[config.mk]
export PLATFORM = sky130hd
export DESIGN_NAME = mult_div_unit
export DESIGN_NICKNAME = d
export VERILOG_FILES = /design/src/rtl/mult_div_unit_pkg.sv /design/src/rtl/mult_div_unit_core.sv /design/src/rtl/mult_div_unit.sv
export SDC_FILE = /design/constraint.sdc
export NUM_CORES = 1
export LEC_CHECK = 0
export CORE_UTILIZATION = 45
export CTS_CLUSTER_SIZE = 28
export DETAILED_ROUTE_END_ITERATION = 8
export SLEW_MARGIN = 20
export SYNTH_ARGS = -nofsm -noshare
export SYNTH_HDL_FRONTEND = slang
export SYNTH_HIERARCHICAL = 1
export SYNTH_SLANG_ARGS = --single-unit
[constraint.sdc]
create_clock -name Clk -period 11 [get_ports Clk]
set_input_delay 2.2 -clock Clk [delete_from_list [all_inputs] [get_ports Clk]]
set_output_delay 2.2 -clock Clk [all_outputs]
set_load 0.01 [all_outputs]
[src/rtl/mult_div_unit_pkg.sv]
// Shared definitions for the iterative multiply/divide unit:
// operation encodings, FSM states and the default operand width.
package mult_div_unit_pkg;

  localparam int WIDTH_DEF = 32;

  typedef enum logic [2:0] {
    MD_MULT  = 3'b000,
    MD_MULTU = 3'b001,
    MD_DIV   = 3'b010,
    MD_DIVU  = 3'b011,
    MD_MTHI  = 3'b100,
    MD_MTLO  = 3'b101
  } mdOp_e;

  typedef enum logic [1:0] {
    ST_IDLE,
    ST_CALC,
    ST_FIX
  } mdState_e;

endpackage

[src/rtl/mult_div_unit_core.sv]
// Datapath of the multiply/divide unit: operand magnitudes, the 2*WIDTH
// accumulator/remainder shift register and the final sign correction.
module mult_div_unit_core
  import mult_div_unit_pkg::*;
#(
  parameter int WIDTH = WIDTH_DEF
) (
  input  logic             clk_i,
  input  logic             reset_i,
  input  logic             load_i,
  input  logic             step_i,
  input  logic [2:0]       op_i,
  input  logic [WIDTH-1:0] opA_i,
  input  logic [WIDTH-1:0] opB_i,
  output logic             divZero_o,
  output logic [WIDTH-1:0] resHi_o,
  output logic [WIDTH-1:0] resLo_o
);

  logic [2*WIDTH-1:0] acc_q, acc_d;
  logic [WIDTH-1:0]   opnd_q;
  logic               isDiv_q, negLo_q, negHi_q;

  logic               isDiv, isSigned, negRes, negRem;
  logic [WIDTH-1:0]   magA, magB;
  logic [WIDTH:0]     sum, rem;
  logic [WIDTH-1:0]   diff;
  logic [2*WIDTH-1:0] prod;

  assign isDiv     = op_i[1] & ~op_i[2];
  assign isSigned  = ~op_i[0];
  assign magA      = (isSigned && opA_i[WIDTH-1]) ? -opA_i : opA_i;
  assign magB      = (isSigned && opB_i[WIDTH-1]) ? -opB_i : opB_i;
  assign negRes    = isSigned & (opA_i[WIDTH-1] ^ opB_i[WIDTH-1]);
  assign negRem    = isSigned & opA_i[WIDTH-1];
  assign divZero_o = isDiv && (opB_i == '0);

  // One iteration: shift-add for multiply, restoring shift-subtract for divide.
  always_comb begin
    acc_d = acc_q;
    sum   = {1'b0, acc_q[2*WIDTH-1:WIDTH]} + (acc_q[0] ? {1'b0, opnd_q} : '0);
    rem   = acc_q[2*WIDTH-1:WIDTH-1];
    diff  = rem[WIDTH-1:0] - opnd_q;
    if (isDiv_q) begin
      if (rem >= {1'b0, opnd_q}) acc_d = {diff, acc_q[WIDTH-2:0], 1'b1};
      else                       acc_d = {rem[WIDTH-1:0], acc_q[WIDTH-2:0], 1'b0};
    end else begin
      acc_d = {sum, acc_q[WIDTH-1:1]};
    end
  end

  // A zero divisor preloads the defined result so the FIX state needs no special case.
  always_ff @(posedge clk_i) begin
    if (reset_i) begin
      acc_q   <= '0;
      opnd_q  <= '0;
      isDiv_q <= 1'b0;
      negLo_q <= 1'b0;
      negHi_q <= 1'b0;
    end else if (load_i) begin
      isDiv_q <= isDiv;
      if (divZero_o) begin
        acc_q   <= {opA_i, {WIDTH{1'b1}}};
        opnd_q  <= '0;
        negLo_q <= 1'b0;
        negHi_q <= 1'b0;
      end else if (isDiv) begin
        acc_q   <= {{WIDTH{1'b0}}, magA};
        opnd_q  <= magB;
        negLo_q <= negRes;
        negHi_q <= negRem;
      end else begin
        acc_q   <= {{WIDTH{1'b0}}, magB};
        opnd_q  <= magA;
        negLo_q <= negRes;
        negHi_q <= 1'b0;
      end
    end else if (step_i) begin
      acc_q <= acc_d;
    end
  end

  assign prod    = negLo_q ? -acc_q : acc_q;
  assign resLo_o = isDiv_q ? (negLo_q ? -acc_q[WIDTH-1:0] : acc_q[WIDTH-1:0])
                           : prod[WIDTH-1:0];
  assign resHi_o = isDiv_q ? (negHi_q ? -acc_q[2*WIDTH-1:WIDTH] : acc_q[2*WIDTH-1:WIDTH])
                           : prod[2*WIDTH-1:WIDTH];

endmodule

[src/rtl/mult_div_unit.sv]
// Multiply/divide unit with HI/LO registers: sequencing FSM, HI/LO storage,
// pipeline stall generation and the MFHI/MFLO read mux.
module mult_div_unit
  import mult_div_unit_pkg::*;
#(
  parameter int WIDTH = WIDTH_DEF,
  parameter int ITERS = WIDTH
) (
  input  logic             Clk,
  input  logic             Reset,
  input  logic             Start,
  input  logic [2:0]       MDOp,
  input  logic [WIDTH-1:0] ALU_A,
  input  logic [WIDTH-1:0] ALU_B,
  input  logic             ReadReq,
  input  logic             HiLoSel,
  output logic [WIDTH-1:0] HiLoOut,
  output logic             Busy,
  output logic             Done,
  output logic             Stall,
  output logic             DivByZero
);

  localparam int CW = (ITERS > 1) ? $clog2(ITERS) : 1;

  mdState_e         state_q;
  logic [CW-1:0]    cnt_q;
  logic [WIDTH-1:0] hi_q, lo_q;
  logic             done_q, dbz_q, zeroPend_q;

  logic             load, divZero;
  logic [WIDTH-1:0] resHi, resLo;

  assign load = (state_q == ST_IDLE) && Start && !MDOp[2];

  mult_div_unit_core #(.WIDTH(WIDTH)) u_core (
    .clk_i     (Clk),
    .reset_i   (Reset),
    .load_i    (load),
    .step_i    (state_q == ST_CALC),
    .op_i      (MDOp),
    .opA_i     (ALU_A),
    .opB_i     (ALU_B),
    .divZero_o (divZero),
    .resHi_o   (resHi),
    .resLo_o   (resLo)
  );

  // Start is only honoured in IDLE; while busy the stall keeps it upstream.
  always_ff @(posedge Clk) begin
    if (Reset) begin
      state_q    <= ST_IDLE;
      cnt_q      <= '0;
      hi_q       <= '0;
      lo_q       <= '0;
      done_q     <= 1'b0;
      dbz_q      <= 1'b0;
      zeroPend_q <= 1'b0;
    end else begin
      done_q <= 1'b0;
      unique case (state_q)
        ST_IDLE: begin
          if (Start) begin
            case (MDOp)
              MD_MULT, MD_MULTU, MD_DIV, MD_DIVU: begin
                dbz_q      <= 1'b0;
                cnt_q      <= '0;
                zeroPend_q <= divZero;
                state_q    <= divZero ? ST_FIX : ST_CALC;
              end
              MD_MTHI: hi_q <= ALU_A;
              MD_MTLO: lo_q <= ALU_A;
              default: ;
            endcase
          end
        end
        ST_CALC: begin
          cnt_q <= cnt_q + 1'b1;
          if (cnt_q == CW'(ITERS - 1)) state_q <= ST_FIX;
        end
        ST_FIX: begin
          hi_q    <= resHi;
          lo_q    <= resLo;
          done_q  <= 1'b1;
          dbz_q   <= zeroPend_q;
          state_q <= ST_IDLE;
        end
        default: state_q <= ST_IDLE;
      endcase
    end
  end

  assign Busy      = (state_q != ST_IDLE);
  assign Done      = done_q;
  assign DivByZero = dbz_q;
  assign Stall     = Busy & (Start | ReadReq);
  assign HiLoOut   = HiLoSel ? hi_q : lo_q;

endmodule

# After elaboration in Yosys (flattened, before gate mapping)
# Cells that the tools add are included.
totals:
  register_bits: 173
classes:
  addsub: 8
  magnitude_cmp: 1
  n_eq_ne: 13
  n_mux: 38
  bitwise: 8
  n_reduce_logical: 20
op_table:
  columns: ["operator", "n"]
  rows:
  - ["$mux 32", 15]
  - ["$mux 64", 6]
  - ["$neg 32->32", 4]
  - ["$pmux 32 s2", 2]
  - ["$neg 64->64", 1]
  - ["$add 32x33->33", 1]
  - ["$ge 33x32->1", 1]
  - ["$logic_not 32->1", 1]
  - ["$sub 32x32->32", 1]
  - ["$reduce_and 3->1", 6]
  - ["$mux 5", 2]
  - ["$pmux 5 s2", 1]
  - ["$mux 2", 4]
  - ["$reduce_bool 2->1", 4]
  - ["$eq 3x2->1 const B", 2]
  - ["$eq 3x3->1 const B", 2]
  - ["$mux 1", 6]
  - ["$ne 2x1->1 const B", 3]
  - ["$add 5x1->5 const B", 1]
  - ["$eq 5x5->1 const B", 1]
  - ["$logic_and 1x1->1", 5]
  - ["$and 1x1->1", 4]
  - ["$ne 2x2->1 const B", 2]
  - ["$pmux 2 s2", 1]
  - ["other kinds (11)", 12]

# Longest topological paths before layout
# Gate-level depths: netlist (run 1).
logic_depth:
  word_depth: 7
  mapped_depth: 16
  depth_no_buf: 14

# Cells and area by module
# Netlist (run 1), hierarchy kept.
by_module_without_submodules:
  columns: ["module", "instances", "cells_per_inst", "area_per_inst_um2"]
  rows:
  - ["mult_div_unit_core", 1, 1698, 11823.8]
  - ["mult_div_unit", 1, 388, 4386.7]

# Worst setup path after synthesis (run 1)
# OpenSTA, ideal clock, no wires.
synth_timing:
  path_type: "input -> output"
  start: "input HiLoSel"
  end: "output HiLoOut[10]"
  arrival_ps: 2955
  required_ps: 8800
  path_slack_ps: 5845
  path_stages: 3
  path_cell_list: "clkbuf_1 -> buf_2 -> mux2_2"
synth_between:
  elab_chain_len: 1
synth_lines:
  columns: ["item", "line", "rtl"]
  rows:
  - ["start: declaration", "mult_div_unit.sv:16", "input logic HiLoSel,"]
  - ["$mux 32", "mult_div_unit.sv:97", "assign HiLoOut = HiLoSel ? hi_q : lo_q;"]
  - ["end: declaration", "mult_div_unit.sv:17", "output logic [WIDTH-1:0] HiLoOut,"]
# No other way between the ends.

# Worst setup path after layout (run 1)
layout_timing:
  start: "input HiLoSel"
  end: "output HiLoOut[19]"
# The elaborated chain is that of the path after synthesis.

==> results of run 1 <==
==> power by group through the flow <==
stage	logic, uW	registers (uW)	clock network [uW]
3_3_place_gp	805	744	0
5_1_grt	893	735	657
6_report	829	732	619
2_1_floorplan	587	707	0
4_1_cts	812	730	628
3_5_place_dp	807	745	0
==> placed cells by master (no fill, tap or decap), types with 51 or more instances in the layout <==
cell type and instances:
clkdlybuf4s50_1 106, mux2_2 51, xor2_1 67, o21ai_0 118, inv_1 66, dfxtp_1 171, a221oi_2 64, nor3_2 56
a21oi_1 179, nor2b_1 74, nor2_1 222, xnor2_1 106, nand2_1 166, ha_1 70
==> critical path, cell delays in order <==
cell,delay [ns]
clkdlybuf4s50_1,0.45
buf_4,0.35
mux2_2,0.39
clkdlybuf4s50_1,0.48
==> layer usage <==
| layer | global-route usage | routed length [um] |
|---|---|---|
| met5 | 0 | 0 |
| met2 | 0.531 | 28100 |
| met3 | 0.0638 | 4750 |
| met1 | 0.436 | 26500 |
| met4 | 0.136 | 2480 |
==> kinds of logic (layout without fill, tap and decap cells) <==
family                     Yosys count  in the layout
buffers and inverters              222            233
AOI/OAI and AO/OA                  613            613
muxes                               94             94
adders and majority gates           72             72
xor gates and xnor gates           173            173
DFF                                173            173
and+or+nand+nor                    739            739
==> state kept, by name, indices dropped and copies added (netlist names) <==
register	flops
u_core/isDiv_q	1
u_core/opnd_q	32
state_q	2
u_core/negHi_q	1
u_core/acc_q	64
hi_q	32
Done	1
lo_q	32
u_core/negLo_q	1
cnt_q	5
zeroPend_q	1
DivByZero	1
==> final timing paths <==
kind                                        from                to  slack, ns  cells after the start
worst max register to register  u_core/acc_q[39]  u_core/acc_q[36]       6.26                     12
worst min-delay path            u_core/opnd_q[4]  u_core/opnd_q[4]       0.47                      2
worst min register to register  u_core/opnd_q[4]  u_core/opnd_q[4]       0.47                      2
worst max-delay path                     HiLoSel       HiLoOut[19]       4.92                      4
==> per-stage QoR <==
stage / setup WS, ns / hold slack (ns)
final: 4.92 / 0.468
after global routing: 4.77 / 0.499
after CTS: 4.90 / 0.469
after detailed placement: 4.59 / 0.458
after global placement: 4.74 / 0.452
after floorplan: 5.85 / 0.441
==> layout make-up <==
| type | instances | share of cell area |
|---|---|---|
| inverters | 70 | 0.0147 |
| clock buffers | 20 | 0.0255 |
| repair buffers | 131 | 0.0699 |
| clock inverters | 12 | 0.00719 |
| well taps | 461 | 0.0322 |
| multi-input cells | 1691 | 0.657 |
| flip-flops and latches | 173 | 0.194 |
==> metrics.cfg, run 1 <==
[run_status]
status = completed

[clock_network]
cts_sinks = 173
cts_resized = 0
htreeDepth = 4
clk_latency_ns = 0.45
cts_hold_buf = 0
clkTransAtPathRegs_ns = 0.07
numCtsBuffers = 17
cts_tree = done
post_cts_buffers = 0
cts_root_buffer = clkbuf_16
cts_buffer_depth = 2

[detailed_routing]
wl_per_cell_um = 24.2
antenna_left = 0
drc = 0
drt-pass1-iter-count = 8
via_per_inst = 6.36
via_count = 16300
drt_iter0_drc = 1970
drt_wl_total_um = 61800

[sta]
timing.final.crit_share = 0.553
fmax_mhz = 164
max-slew-margin-rel = 0.162
fin_tns_setup_ns = 0
grt_setup_unrepaired = no
hold_violations = 0
post-route-min-period_ns = 6.08
finalSetupViolCount = 0
finClkSkew_ns = 0.0165
worstMarginPinSlew_ns = 1.25
finalMaxSlewViolations = 0

[logic_synthesis]
synthAdderAreaFrac = 0.0565
yosysMostFrequentCell = nor2_1
synth_ff_type = dfxtp_1
synth-edff-count = 0
ys_seq_area_frac = 0.214
yosysWarnings = 6
syn-instance-count = 2086
synth-xor-area-share = 0.0935
syn_nets = 2230
synth_area_sq_um = 16200
synth_top_family_by_area = compound AO/OA/AOI/OAI gates
synth-simple-area-share = 0.236
yosysTopAreaCell = dfxtp_1
syn_avg_cell_area_sq_um = 7.77
synth_mux_area_frac = 0.0620
synth_seq_cells = 173
synth_cell_types = 78
async_flop_share = 0
yosys-top-cells-area = dfxtp_1 21%, a221oi_2 5.9%, xnor2_1 5.7%
synthTopCellsByCount = 223 x nor2_1, 179 x a21oi_1, 173 x dfxtp_1, 166 x nand2_1, 118 x o21ai_0
synth_compound_area_frac = 0.277
yosys.area.top_type_share = 0.214

[pwr]
p_seq_frac = 0.336
clock_power_share = 0.284
cellLeakagePower_uw = 0.00683
powerDensity_nw_per_um2 = 122
pwr-share-comb = 0.380
p_sw_frac = 0.395
p_switching_uw = 860
power.internal_uw = 1320
p_total_uw = 2180
ir_drop_uv = 112

[layout]
multiInputGateArea_sq_um = 11800
antennaDiodeCount = 0
seq_area_sq_um = 3470
fill_cells = 3526
drive_gt1_frac = 0.126
stdcell_area_sq_um = 17900
fin_util = 0.505
nets = 2228
area_growth_pct = 10.6
fin_cells = 2558

[worst_hold_path]
hp-class = register to register

[run]
max-cap-violations = 0

[placed_design]
place_inst = 2526
globalplace.congestion = 1.02
portBuffers = 107
post-dp-hpwl_um = 46700
dpl-instance-area_sq_um = 17300

[setup_path]
end_kind = primary output
crit_required_ns = 8.80
cp_max_fo = 32
worstSetupPathType = input port to primary output
start_kind = input port
critPathArrivalTime_ns = 3.88

[global_route]
grt_max_degree = 84
grt_use_total = 0.332
grt_overflow = 0
antenna_found_initial = 0
grt_pass1_wl_um = 91600
grt_pass1_vias = 15100

[floorplanning]
coreArea_sq_um = 35500
fp.dieW_um = 192
die_h_um = 192
io_pins = 108
rows = 69
start_util = 0.457
dieArea_sq_um = 36800

(Power assumes the default switching activity.)
==> run 2, diff against run 1 <==
==> constraint.sdc (replaced) <==
create_clock -name Clk -period 5.97 [get_ports Clk]
set_input_delay 1.194 -clock Clk [delete_from_list [all_inputs] [get_ports Clk]]
set_output_delay 1.194 -clock Clk [all_outputs]
set_load 0.01 [all_outputs]
==> run 2 against run 1 <==
Combinational power grew 93%; clock skew shrank 0.0042 ns; power grew 88%; sequential power grew 80%; sequential share of layout area shrank 0.22 points; critical path depth grew 10; utilization grew 0.57 points.
==> metrics.cfg, run 2 (synthesis results as in run 1) <==
[run_status]
status = completed

[layout]
largest_reg_flops = 64  ; unchanged
drive_gt1_frac = 0.136  ; +0.0104
antennaDiodeCount = 0  ; unchanged
fill_cells = 3504  ; -0.62%
final_cell_mix = 222 x nor2_1, 179 x a21oi_1, 171 x dfxtp_1
multiInputGateArea_sq_um = 11800  ; about the same
seq_area_sq_um = 3470  ; unchanged
layout_commonest_cell = nor2_1
largest_register = u_core/acc_q
area_growth_pct = 11.8
nets = 2252  ; +1.1%
fin_cells = 2582  ; +0.94%

[clock_network]
clk_latency_ns = 0.46  ; about the same
post_cts_buffers = 0  ; unchanged
cts_resized = 0  ; unchanged
cts_sinks = 173  ; unchanged
cts_hold_buf = 0  ; unchanged
clkTransAtPathRegs_ns = 0.08  ; about the same
cts_buffer_depth = 2  ; unchanged
htreeDepth = 4  ; unchanged
cts_root_buffer = clkbuf_16
numCtsBuffers = 17  ; unchanged
cts_tree = done

[floorplanning]
start_util = 0.457  ; unchanged
die_h_um = 192  ; unchanged
dieArea_sq_um = 36800  ; unchanged
rows = 69  ; unchanged
fp.dieW_um = 192  ; unchanged
coreArea_sq_um = 35500  ; unchanged
io_pins = 108  ; unchanged

[global_route]
grt.busiest_layer = met2
grt_max_degree = 83  ; -1.2%
grtUsageMet1 = 0.450  ; +0.0137
grt_use_total = 0.342  ; +0.00950
grt_overflow = 0  ; unchanged
grtUsageMet3 = 0.0618  ; -0.00201
grt_pass1_vias = 15500  ; +2.5%
antenna_found_initial = 0  ; unchanged
use_met2 = 0.533  ; +0.00181
grt_pass1_wl_um = 94500  ; +3.2%

[pwr]
powerDensity_nw_per_um2 = 227  ; +86%
ir_drop_uv = 226  ; +100%
cellLeakagePower_uw = 0.00696  ; +1.8%

[setup_path]
critPathArrivalTime_ns = 4.99  ; +1.11 ns
crit_required_ns = 6.37  ; -2.43 ns
start_kind = input port
end_kind = register
worstSetupPathType = input port to register
cp_max_fo = 6  ; -81%

[placed_design]
globalplace.congestion = 1.00  ; -1.3%
place_inst = 2550  ; +0.95%
portBuffers = 107  ; unchanged
post-dp-hpwl_um = 47500  ; +1.6%

[detailed_routing]
via_per_inst = 6.42  ; +1.1%
wl_per_cell_um = 24.4  ; +1.0%
drt-pass1-iter-count = 6  ; -2
antenna_left = 0  ; unchanged
drt_wl_total_um = 63000  ; +2.0%
drt_iter0_drc = 1737  ; -12%
drc = 0  ; unchanged
via_count = 16600  ; +2.0%

[sta]
finalSetupViolCount = 0  ; unchanged
worstMarginPinSlew_ns = 1.16  ; -0.0937 ns
grt_setup_unrepaired = no
hold_violations = 0  ; unchanged
max-slew-margin-rel = 0.225  ; +0.0623
fin_tns_setup_ns = 0  ; unchanged
fmax_mhz = 218
finClkSkew_ns = 0.0123  ; -0.00420 ns
finalMaxSlewViolations = 0  ; unchanged
post-route-min-period_ns = 4.59
timing.final.crit_share = 0.769

[worst_hold_path]
hp-class = register to register

[run]
max-cap-violations = 0  ; unchanged

-- run 2: area by class of cell --
cell class / instances / share of cell area
Multi-Input combinational cell: 1691 / 0.649
Sequential cell: 173 / 0.191
Timing Repair Buffer: 155 / 0.0797
Tap cell: 461 / 0.0318
Clock buffer: 18 / 0.0242
Inverter: 70 / 0.0145
Clock inverter: 14 / 0.00904
-- run 2: routing by layer --
metal / up-vias / share of wire
li1: 7649 / -
met1: 7986 / 0.43
met2: 781 / 0.44
met3: 169 / 0.076
met4: 0 / 0.053
met5: - / 0
-- run 2: critical path: stages --
cell             delay [ns]
clkdlybuf4s50_1        0.40
buf_4                  0.17
inv_1                  0.09
ha_1                   0.16
nor3b_1                0.51
nand3_1                0.16
nor4_1                 0.43
nand2_1                0.22
nor4_1                 0.78
a21oi_1                0.20
xnor2_1                0.18
a221oi_1               0.32
a21oi_1                0.07
nor2_1                 0.09
-- run 2: per-stage QoR --
| stage | power, uW | instance area, sq um | hold slack [ns] | util | worst slack [ns] |
|---|---|---|---|---|---|
| detailed placement | 2910 | 17500 | 0.456 | 0.494 | 1.12 |
| global placement | 2900 | 17500 | 0.450 | 0.494 | 1.09 |
| global route | 4290 | 18100 | 0.503 | 0.511 | 1.16 |
| floorplan | 2380 | 16200 | 0.441 | - | 2.05 |
| CTS | 4090 | 18100 | 0.473 | 0.511 | 1.53 |
| finish | 4110 | 18100 | 0.471 | 0.511 | 1.38 |
-- run 2: report_power, final --
part,switching [uW],internal (uW),total [uW]
clock network,547,636,1180
registers,100,1220,1320
logic,984,621,1600
-- run 2: final timing paths --
kind,from,end,slack (ns),cells past startpoint
setup / recovery,ALU_A[1],u_core/acc_q[22],1.38,14
hold / removal,u_core/opnd_q[2],u_core/opnd_q[2],0.47,2
setup reg to reg,u_core/acc_q[40],u_core/acc_q[39],1.39,11
hold reg to reg,u_core/opnd_q[2],u_core/opnd_q[2],0.47,2
==> run 3, diff against run 2 <==
==> constraint.sdc (replaced) <==
create_clock -name Clk -period 4.7 [get_ports Clk]
set_input_delay 0.94 -clock Clk [delete_from_list [all_inputs] [get_ports Clk]]
set_output_delay 0.94 -clock Clk [all_outputs]
set_load 0.01 [all_outputs]
==> run 3 against run 2 <==
Clock-buffer cell count up 1; utilization up 0.55 points; critical path depth down 2; power up 27%; final area up 1.1%; largest power group unchanged; first-iteration DRC count down 0.29%; non-clock buffer count up 31; clock power up 23%; worst hold slack worse by 0.0082 ns.
==> metrics.cfg, run 3 (synthesis results as in run 1) <==
[layout]
nets = 2283  ; +1.4%
fin_util = 0.516  ; +0.00554
final_cell_mix = 223 x nor2_1, 179 x a21oi_1, 171 x dfxtp_1
largest_register = u_core/acc_q
layout_commonest_cell = nor2_1
multiInputGateArea_sq_um = 11800  ; about the same
area_growth_pct = 13.0
largest_reg_flops = 64  ; unchanged
fill_cells = 3495  ; -0.26%
drive_gt1_frac = 0.147  ; +0.0110
seq_area_sq_um = 3470  ; unchanged

[global_route]
grt_pass1_wl_um = 95300  ; +0.86%
antenna_found_initial = 2  ; +2
grt_max_degree = 99  ; +19%
grt_overflow = 0  ; unchanged
grt_use_total = 0.344  ; +0.00236
grt_pass1_vias = 15600  ; +0.77%

[setup_path]
path_cells = or4_4, nor4_2, or3b_1, or3_4, or3_4, or2_4, or3_4, o21ai_0, o21ai_0, xor2_1, a221oi_2, nor3_2
start_kind = register
critical_path_buf_inv_count = 0  ; -3
max_stage_delay_ns = 0.60  ; -0.18 ns
worstSetupPathType = register to register
cp-startpoint = u_core/acc_q[9]
cp_max_fo = 8  ; +2
r2r-start = u_core/acc_q[9]
end_kind = register
r2r_setup_slack_ns = 0.46  ; -0.93 ns
critPathArrivalTime_ns = 4.56  ; -0.43 ns
crit_required_ns = 5.02  ; -1.35 ns
path_common_cell = or3_4
critPathTopFamily = simple AND/OR/NAND/NOR gates
cp_slowest_cell = or4_4

[floorplanning]
dieArea_sq_um = 36800  ; unchanged
die_h_um = 192  ; unchanged
start_util = 0.457  ; unchanged
rows = 69  ; unchanged
coreArea_sq_um = 35500  ; unchanged
io_pins = 108  ; unchanged
fp.dieW_um = 192  ; unchanged

[sta]
finClkSkew_ns = 0.0120  ; -0.000238 ns
post-route-min-period_ns = 4.24
fin_tns_setup_ns = 0  ; unchanged
hold_violations = 0  ; unchanged
fmax_mhz = 236
grt_setup_unrepaired = no
worstMarginPinSlew_ns = 1.26  ; +0.101 ns
max-slew-margin-rel = 0.156  ; -0.0685
finalMaxSlewViolations = 0  ; unchanged
timing.final.crit_share = 0.902
finalSetupViolCount = 0  ; unchanged
setup_ws_ns = 0.461  ; -0.918 ns

[clock_network]
post_cts_buffers = 0  ; unchanged
clk_latency_ns = 0.45  ; about the same
cts_resized = 0  ; unchanged
cts_tree = done
htreeDepth = 4  ; unchanged
cts_buffer_depth = 2  ; unchanged
numCtsBuffers = 17  ; unchanged
clkTransAtPathRegs_ns = 0.08  ; about the same
cts_root_buffer = clkbuf_16
cts_hold_buf = 0  ; unchanged
cts_sinks = 173  ; unchanged

[placed_design]
portBuffers = 107  ; unchanged
place_worst_setup_slack_ns = 0.354  ; -0.763 ns
post-dp-hpwl_um = 48400  ; +1.9%
globalplace.congestion = 0.993  ; -1.1%

[detailed_routing]
drt_wl_total_um = 63800  ; +1.2%
via_per_inst = 6.37  ; -0.80%
wl_per_cell_um = 24.4  ; about the same
drc = 0  ; unchanged
antenna_left = 0  ; unchanged
drt-pass1-iter-count = 6  ; unchanged
via_count = 16700  ; +0.47%
drt_iter0_drc = 1732  ; -0.29%

[run]
max-cap-violations = 0  ; unchanged

[pwr]
powerDensity_nw_per_um2 = 284  ; +25%
ir_drop_uv = 221  ; -2.1%
cellLeakagePower_uw = 0.00710  ; +2.1%

[run_status]
status = completed

[worst_hold_path]
hp-start = u_core/opnd_q[4]
hp-class = register to register

==> run 3: cell count changes in the layout (fill, tap and decap cells not counted), moves of 2 or more <==
cell      change
diode_2       +2
buf_4        +32
clkinv_4      -4
inv_6         +5
==> run 3: path summary, 6_finish.rpt <==
path | end | depth (start not counted)
max | hi_q[7] | 12
min | u_core/opnd_q[4] | 2
max reg2reg | hi_q[7] | 12
min reg2reg | u_core/opnd_q[4] | 2
==> run 3: layout make-up <==
cell class | instances | share of cell area
Sequential cell | 173 | 0.189
Clock buffer | 19 | 0.0248
Inverter | 70 | 0.0143
Multi-Input combinational cell | 1691 | 0.642
Antenna cell | 2 | 0.000273
Timing Repair Buffer | 186 | 0.0909
Clock inverter | 13 | 0.00676
Tap cell | 461 | 0.0315
==> run 3: layer usage <==
metal	wire (um)	vias up	global-route usage	part of all wire
met5	18	-	0	0.00028
met4	2980	2	0.153	0.047
met3	4780	169	0.0638	0.075
met2	28800	796	0.550	0.45
met1	27200	7960	0.448	0.43
li1	-	7736	-	-
==> run 3: power by group <==
group | switching [uW] | leakage [uW] | internal [uW]
Clock | 678 | 0.000289 | 773
Combinational | 1270 | 0.00540 | 805
Sequential | 122 | 0.00141 | 1550
Total | 2070 | 0.00710 | 3130
==> run 3: worst register-to-register path, cell delays in order (launching register included) <==
cell	delay, ns
dfxtp_1	0.39
or4_4	0.60
nor4_2	0.20
or3b_1	0.43
or3_4	0.41
or3_4	0.38
or2_4	0.27
or3_4	0.38
o21ai_0	0.15
o21ai_0	0.25
xor2_1	0.26
a221oi_2	0.34
nor3_2	0.06
==> run 3: metrics by stage <==
step	hold WS, ns	instances	power, uW	cell area [sq um]
2_1_floorplan	0.441	2086	3030	16200
3_3_place_gp	0.453	2581	3710	17700
3_5_place_dp	0.454	2581	3720	17700
4_1_cts	0.466	2613	5170	18300
5_1_grt	0.480	2613	5440	18300
6_report	0.463	2615	5200	18300
